--- src/rtl/mixer_iq_param.sv ---
// rtl/mixer_iq_param.sv - parametrised 1-bit x multi-bit I/Q mixer
//
// Purpose: multiplies the synchronised sigma-delta comparator bit (+1/-1) by
// signed NCO sine/cosine samples. Each product is MSB-aligned into OUT_W bits,
// registered when ce is high, and then passed through OUT_PIPE output stages.
//
// Optional feature: define MIXER_RF_DENSITY_EN to count the ones in each window
// of 2^WIN_LOG2 ce-qualified samples.
//
// Ports:
//   i_clk           system clock
//   i_rst           asynchronous active-high reset
//   i_ce            sample qualifier for i_sin_in / i_cos_in
//   i_rf_in         raw asynchronous comparator bit
//   i_sin_in        signed LO sine sample   (LO_W)
//   i_cos_in        signed LO cosine sample (LO_W)
//   o_rf_out        synchronised RF bit, fed back to the comparator DAC
//   o_mix_sin       signed I product (OUT_W)
//   o_mix_cos       signed Q product (OUT_W)
//   o_mix_valid     qualifies o_mix_sin / o_mix_cos
//   o_rf_density    ones in the last window (WIN_LOG2+1)
//   o_density_valid one-cycle pulse when o_rf_density updates
module mixer_iq_param #(
  parameter int LO_W        = 8,
  parameter int OUT_W       = 12,
  parameter int SYNC_STAGES = 2,
  parameter int OUT_PIPE    = 1,
  parameter int WIN_LOG2    = 10
) (
  input  logic                    i_clk,
  input  logic                    i_rst,
  input  logic                    i_ce,
  input  logic                    i_rf_in,
  input  logic signed [LO_W-1:0]  i_sin_in,
  input  logic signed [LO_W-1:0]  i_cos_in,
  output logic                    o_rf_out,
  output logic signed [OUT_W-1:0] o_mix_sin,
  output logic signed [OUT_W-1:0] o_mix_cos,
  output logic                    o_mix_valid,
  output logic [WIN_LOG2:0]       o_rf_density,
  output logic                    o_density_valid
);

  localparam int SHIFT = OUT_W - LO_W;
  localparam logic signed [LO_W-1:0] LO_MIN = {1'b1, {(LO_W-1){1'b0}}};
  localparam logic signed [LO_W-1:0] LO_MAX = {1'b0, {(LO_W-1){1'b1}}};

  // Sign the LO sample by the RF bit. Negating the most-negative code has no
  // positive counterpart, so it clamps to full-scale positive.
  function automatic logic signed [LO_W-1:0] f_apply_sign(
    input logic signed [LO_W-1:0] lo,
    input logic                   pos
  );
    if (pos)
      return lo;
    else if (lo == LO_MIN)
      return LO_MAX;
    else
      return -lo;
  endfunction

  // Synchroniser: resets to 1 so the mixer starts in the +lo polarity.
  logic [SYNC_STAGES-1:0] r_sync;

  always_ff @(posedge i_clk or posedge i_rst) begin
    if (i_rst)
      r_sync <= '1;
    else
      r_sync <= {r_sync[SYNC_STAGES-2:0], i_rf_in};
  end

  assign o_rf_out = r_sync[SYNC_STAGES-1];

  logic signed [LO_W-1:0]  w_p_sin;
  logic signed [LO_W-1:0]  w_p_cos;
  logic signed [OUT_W-1:0] w_ext_sin;
  logic signed [OUT_W-1:0] w_ext_cos;

  assign w_p_sin   = f_apply_sign(i_sin_in, o_rf_out);
  assign w_p_cos   = f_apply_sign(i_cos_in, o_rf_out);
  // Sign-extend first, then shift, so LO full scale maps to output full scale.
  assign w_ext_sin = OUT_W'(w_p_sin) <<< SHIFT;
  assign w_ext_cos = OUT_W'(w_p_cos) <<< SHIFT;

  logic signed [OUT_W-1:0] r_prod_sin;
  logic signed [OUT_W-1:0] r_prod_cos;
  logic                    r_prod_vld;

  always_ff @(posedge i_clk or posedge i_rst) begin
    if (i_rst) begin
      r_prod_sin <= '0;
      r_prod_cos <= '0;
      r_prod_vld <= 1'b0;
    end else begin
      r_prod_vld <= i_ce;
      if (i_ce) begin
        r_prod_sin <= w_ext_sin;
        r_prod_cos <= w_ext_cos;
      end
    end
  end

  generate
    if (OUT_PIPE == 0) begin : g_nopipe
      assign o_mix_sin   = r_prod_sin;
      assign o_mix_cos   = r_prod_cos;
      assign o_mix_valid = r_prod_vld;
    end else begin : g_pipe
      logic signed [OUT_W-1:0] r_pipe_sin [OUT_PIPE];
      logic signed [OUT_W-1:0] r_pipe_cos [OUT_PIPE];
      logic                    r_pipe_vld [OUT_PIPE];

      // Free-running shift: data and valid stay aligned and ignore ce.
      always_ff @(posedge i_clk or posedge i_rst) begin
        if (i_rst) begin
          for (int i = 0; i < OUT_PIPE; i++) begin
            r_pipe_sin[i] <= '0;
            r_pipe_cos[i] <= '0;
            r_pipe_vld[i] <= 1'b0;
          end
        end else begin
          r_pipe_sin[0] <= r_prod_sin;
          r_pipe_cos[0] <= r_prod_cos;
          r_pipe_vld[0] <= r_prod_vld;
          for (int i = 1; i < OUT_PIPE; i++) begin
            r_pipe_sin[i] <= r_pipe_sin[i-1];
            r_pipe_cos[i] <= r_pipe_cos[i-1];
            r_pipe_vld[i] <= r_pipe_vld[i-1];
          end
        end
      end

      assign o_mix_sin   = r_pipe_sin[OUT_PIPE-1];
      assign o_mix_cos   = r_pipe_cos[OUT_PIPE-1];
      assign o_mix_valid = r_pipe_vld[OUT_PIPE-1];
    end
  endgenerate

`ifdef MIXER_RF_DENSITY_EN
  logic [WIN_LOG2-1:0] r_win_cnt;
  logic [WIN_LOG2:0]   r_ones;
  logic [WIN_LOG2:0]   w_ones_next;

  assign w_ones_next = r_ones + {{WIN_LOG2{1'b0}}, o_rf_out};

  always_ff @(posedge i_clk or posedge i_rst) begin
    if (i_rst) begin
      r_win_cnt       <= '0;
      r_ones          <= '0;
      o_rf_density    <= '0;
      o_density_valid <= 1'b0;
    end else begin
      o_density_valid <= 1'b0;
      if (i_ce) begin
        // The last sample of the window is included in the published total.
        if (r_win_cnt == '1) begin
          o_rf_density    <= w_ones_next;
          o_density_valid <= 1'b1;
          r_win_cnt       <= '0;
          r_ones          <= '0;
        end else begin
          r_win_cnt <= r_win_cnt + 1'b1;
          r_ones    <= w_ones_next;
        end
      end
    end
  end
`else
  assign o_rf_density    = '0;
  assign o_density_valid = 1'b0;
`endif

endmodule

--- config.mk ---
export PLATFORM = sky130hd
export DESIGN_NAME = mixer_iq_param
export DESIGN_NICKNAME = d
export VERILOG_FILES = /design/src/rtl/mixer_iq_param.sv
export SDC_FILE = /design/constraint.sdc
export NUM_CORES = 1
export LEC_CHECK = 0
export BUFFER_PORTS_ARGS = -buffer_cell sky130_fd_sc_hd__clkbuf_2
export CORE_UTILIZATION = 52
export CTS_BUF_LIST = sky130_fd_sc_hd__clkbuf_8 sky130_fd_sc_hd__clkbuf_16
export DETAILED_ROUTE_END_ITERATION = 6
export GPL_TIMING_DRIVEN = 0
export PLACE_DENSITY = 0.84
export SLEW_MARGIN = 0
export SYNTH_ARGS = -nofsm -noshare
export SYNTH_HDL_FRONTEND = slang
export SYNTH_SLANG_ARGS = --single-unit
export TNS_END_PERCENT = 30
--- constraint.sdc ---
create_clock -name i_clk -period 3.33 [get_ports i_clk]
set_input_delay 0.333 -clock i_clk [delete_from_list [all_inputs] [get_ports i_clk]]
set_output_delay 0.333 -clock i_clk [all_outputs]
set_load 0.03 [all_outputs]
==> impl_metrics.tcl <==
set metrics [dict create \
    dieArea_um2 3198 \
    die_h_um 56.56 \
    cts_setup_buffers 0 \
    yosys-top-cells-count "34 x dfrtp_1, 20 x buf_4, 13 x nor2_1" \
    grt_max_degree 37 \
    antenna_found_initial 0 \
    power.density_nw_per_um2 536.9 \
    drv_slew 0 \
    wl_mm 2.831 \
    first_pass_iters 4 \
    clkLatencyLatePin_ns 0.28 \
    hold_viol_final 0 \
    clockPowerShare 0.310 \
    grt_use_met2 0.3126 \
    yosysUniqueCellTypes 30 \
    dpl.hpwl_mm 1.996 \
    grt_pass1_wl_mm 4.547 \
    slowest_stage "dfstp_2" \
    clk_pin_slew_worst_paths_ns 0.07 \
    p_int_uw 739.9 \
    multi_input_area_um2 520.5 \
    drt_iter0_drc 35 \
    rsz0062_at_grt "false" \
    final.fill_count 199 \
    synth_ff_type "dfrtp_1" \
    antenna_cells 0 \
    synth_top_family_by_area "compound AO/OA/AOI/OAI gates" \
    cts_root_buf "clkbuf_8" \
    synth.cell_area_um2 1548 \
    crit_path_start_kind "flop" \
    yosys.area_share.adder 0.01617 \
    end_kind "flop" \
    numCtsBuffers 5 \
    leakagePower_nw 0.9864 \
    min_period_ns 1.539 \
    syn_to_final_growth_pct 25.30 \
    power.switching_uw 301.3 \
    grt_pass1_vias 1002 \
    synth-edff-count 0 \
    skew_ns 0.005240 \
    hp-class "primary input to flop" \
    yosys-top-cells-area "dfrtp_1 55%, buf_4 9.7%, a21oi_1 3.9%" \
    synth_compound_area_frac 0.1358 \
    worst_pin_slew_ns 0.7191 \
    h-tree-depth 2 \
    hold_ws_ns 0.1238 \
    routedWlPerCell_um 12.31 \
    start_util 0.5565 \
    comb_power_share 0.203 \
    ir_drop_uv 391.3 \
    synth.top_cell.area_share 0.5497 \
    core_um2 2781 \
    cts_hold_buf 0 \
    setup_viol 0 \
    cpPeakStageDelay_ns 0.59 \
    port-buffer-count 37 \
    overflow 0 \
    viasPerCell 4.917 \
    seq_area_um2 903.4 \
    relSlewSlack 0.5199 \
    place.gp.congestion 0.8535 \
    outcome "finished, final reports clean" \
    synth_top_area_cell "dfrtp_1" \
    synth.most_common_cell "dfrtp_1" \
    synth_area_per_cell_um2 11.38 \
    yosys_warnings 0 \
    synth_cells 136 \
    fp.dieW_um 56.56 \
    grt_usage 0.1944 \
    nNetsFinal 221 \
    synth_seq_cells 36 \
    cp.arrival_ns 1.71 \
    globalRouteMet1Util 0.2298 \
    row_count 19 \
    num_io_pins 58 \
    crit_path_max_fanout 10 \
    drive_gt1_frac 0.3417 \
    crit_type "flop to flop" \
    min_period_over_period 0.4622 \
    synth-simple-area-share 0.07276 \
    synth-xor-area-share 0.05659 \
    fin_util 0.6973 \
    synthMuxAreaShare 0.006467 \
    busiest_layer "met2" \
    drcViolationCount 0 \
    ant_nets 0 \
    clock_path_buffers 2 \
    post_cts_resized 0 \
    seq_area_frac_synth 0.5837 \
    swShare 0.2894 \
    clock_sinks 36 \
    ys_async_sr_fraction 1.000 \
    setup_tns_ns 0 \
    clock.fmax_mhz 649.7 \
    cts_tree "built" \
    gr-usage-met3 0.07143 \
    crit_required_ns 3.50 \
    cp_cell_sequence "clkbuf_1, a21oi_1, xor2_1, o22a_1" \
    maxCapViolations 0 \
    p_seq_frac 0.487 \
    via_count 1131 \
]
## flip-flops by register name, summed over array words and instances, names as in the netlist
name	flops
o_mix_cos	8
o_mix_sin	8
r_prod_cos	8
r_prod_sin	8
r_sync	2
o_mix_valid	1
r_prod_vld	1
## layout by cell type (no fill, tap or decap), drive strengths merged
master,n
o211ai,2
or3b,1
dfstp,2
o22a,5
clkbuf,47
nand3,1
dfrtp,34
nor3,3
buf,20
or3,1
o41a,1
o21ai,4
o41ai,1
inv,9
ha,2
conb,20
mux2i,1
o311ai,1
xnor2,4
nor2,13
a221oi,1
a21o,1
a22o,1
nor4,2
xor2,6
o2bb2ai,2
nand2b,1
a21oi,12
nor3b,1
## metal layers
| metal | routed length [um] | share of wire |
|---|---|---|
| met1 | 1163 | 0.41 |
| met2 | 1465 | 0.52 |
| met3 | 161 | 0.057 |
| met4 | 40 | 0.014 |
| met5 | 0 | 0 |
## kinds of logic (layout without fill, tap and decap cells)
kind of cell,Yosys count,in the layout
AOI/OAI and AO/OA,31,31
xor gates and xnor gates,10,10
adders and majority gates,2,2
buffers and inverters,32,76
DFF,36,36
muxes,1,1
other,1,20
and+or+nand+nor,23,23
## through the flow
step / setup WS, ns / power, mW / instances / cell area, um^2
after floorplan: 1.762 / 0.6661 / 155 / 1619
after global placement: 1.591 / 0.7170 / 223 / 1843
after detailed placement: 1.535 / 0.7239 / 223 / 1843
after CTS: 1.816 / 1.048 / 230 / 1939
after global routing: 1.724 / 1.092 / 230 / 1939
final: 1.791 / 1.041 / 230 / 1939
## worst max-delay path, delay by kind of cell (launching register included)
family                    cells  cell delay, ns
buffers and inverters         1            0.39
DFF                           1            0.59
xor gates and xnor gates      1            0.17
AOI/OAI and AO/OA             2            0.28
## final timing paths
kind,start,end,slack (ns),depth (start not counted)
max reg2reg,r_sync[1],r_prod_cos[9],1.79,4
min in group asynchronous,i_rst,r_prod_sin[8],0.15,2
max in group asynchronous,i_rst,o_mix_sin[9],2.72,2
min reg2reg,r_sync[0],r_sync[1],0.36,0
max,r_sync[1],r_prod_cos[9],1.79,4
min,i_rf_in,r_sync[0],0.12,1
## area by class of cell
| type | count | share of cell area |
|---|---|---|
| Buffer | 23 | 0.08323 |
| Clock buffer | 7 | 0.04968 |
| Inverter | 9 | 0.01742 |
| Multi-Input combinational cell | 87 | 0.2684 |
| Sequential cell | 36 | 0.4658 |
| Tap cell | 31 | 0.02000 |
| Timing Repair Buffer | 37 | 0.09548 |
## power by group through the flow
stage          logic, mW  registers, mW  clock network (mW)
2_1_floorplan      0.105          0.561                   0
3_3_place_gp       0.205          0.512                   0
3_5_place_dp       0.209          0.515                   0
4_1_cts            0.211          0.507               0.331
5_1_grt            0.227          0.511               0.353
6_report           0.211          0.507               0.323
No activity file was read; power rests on OpenSTA's default activity.
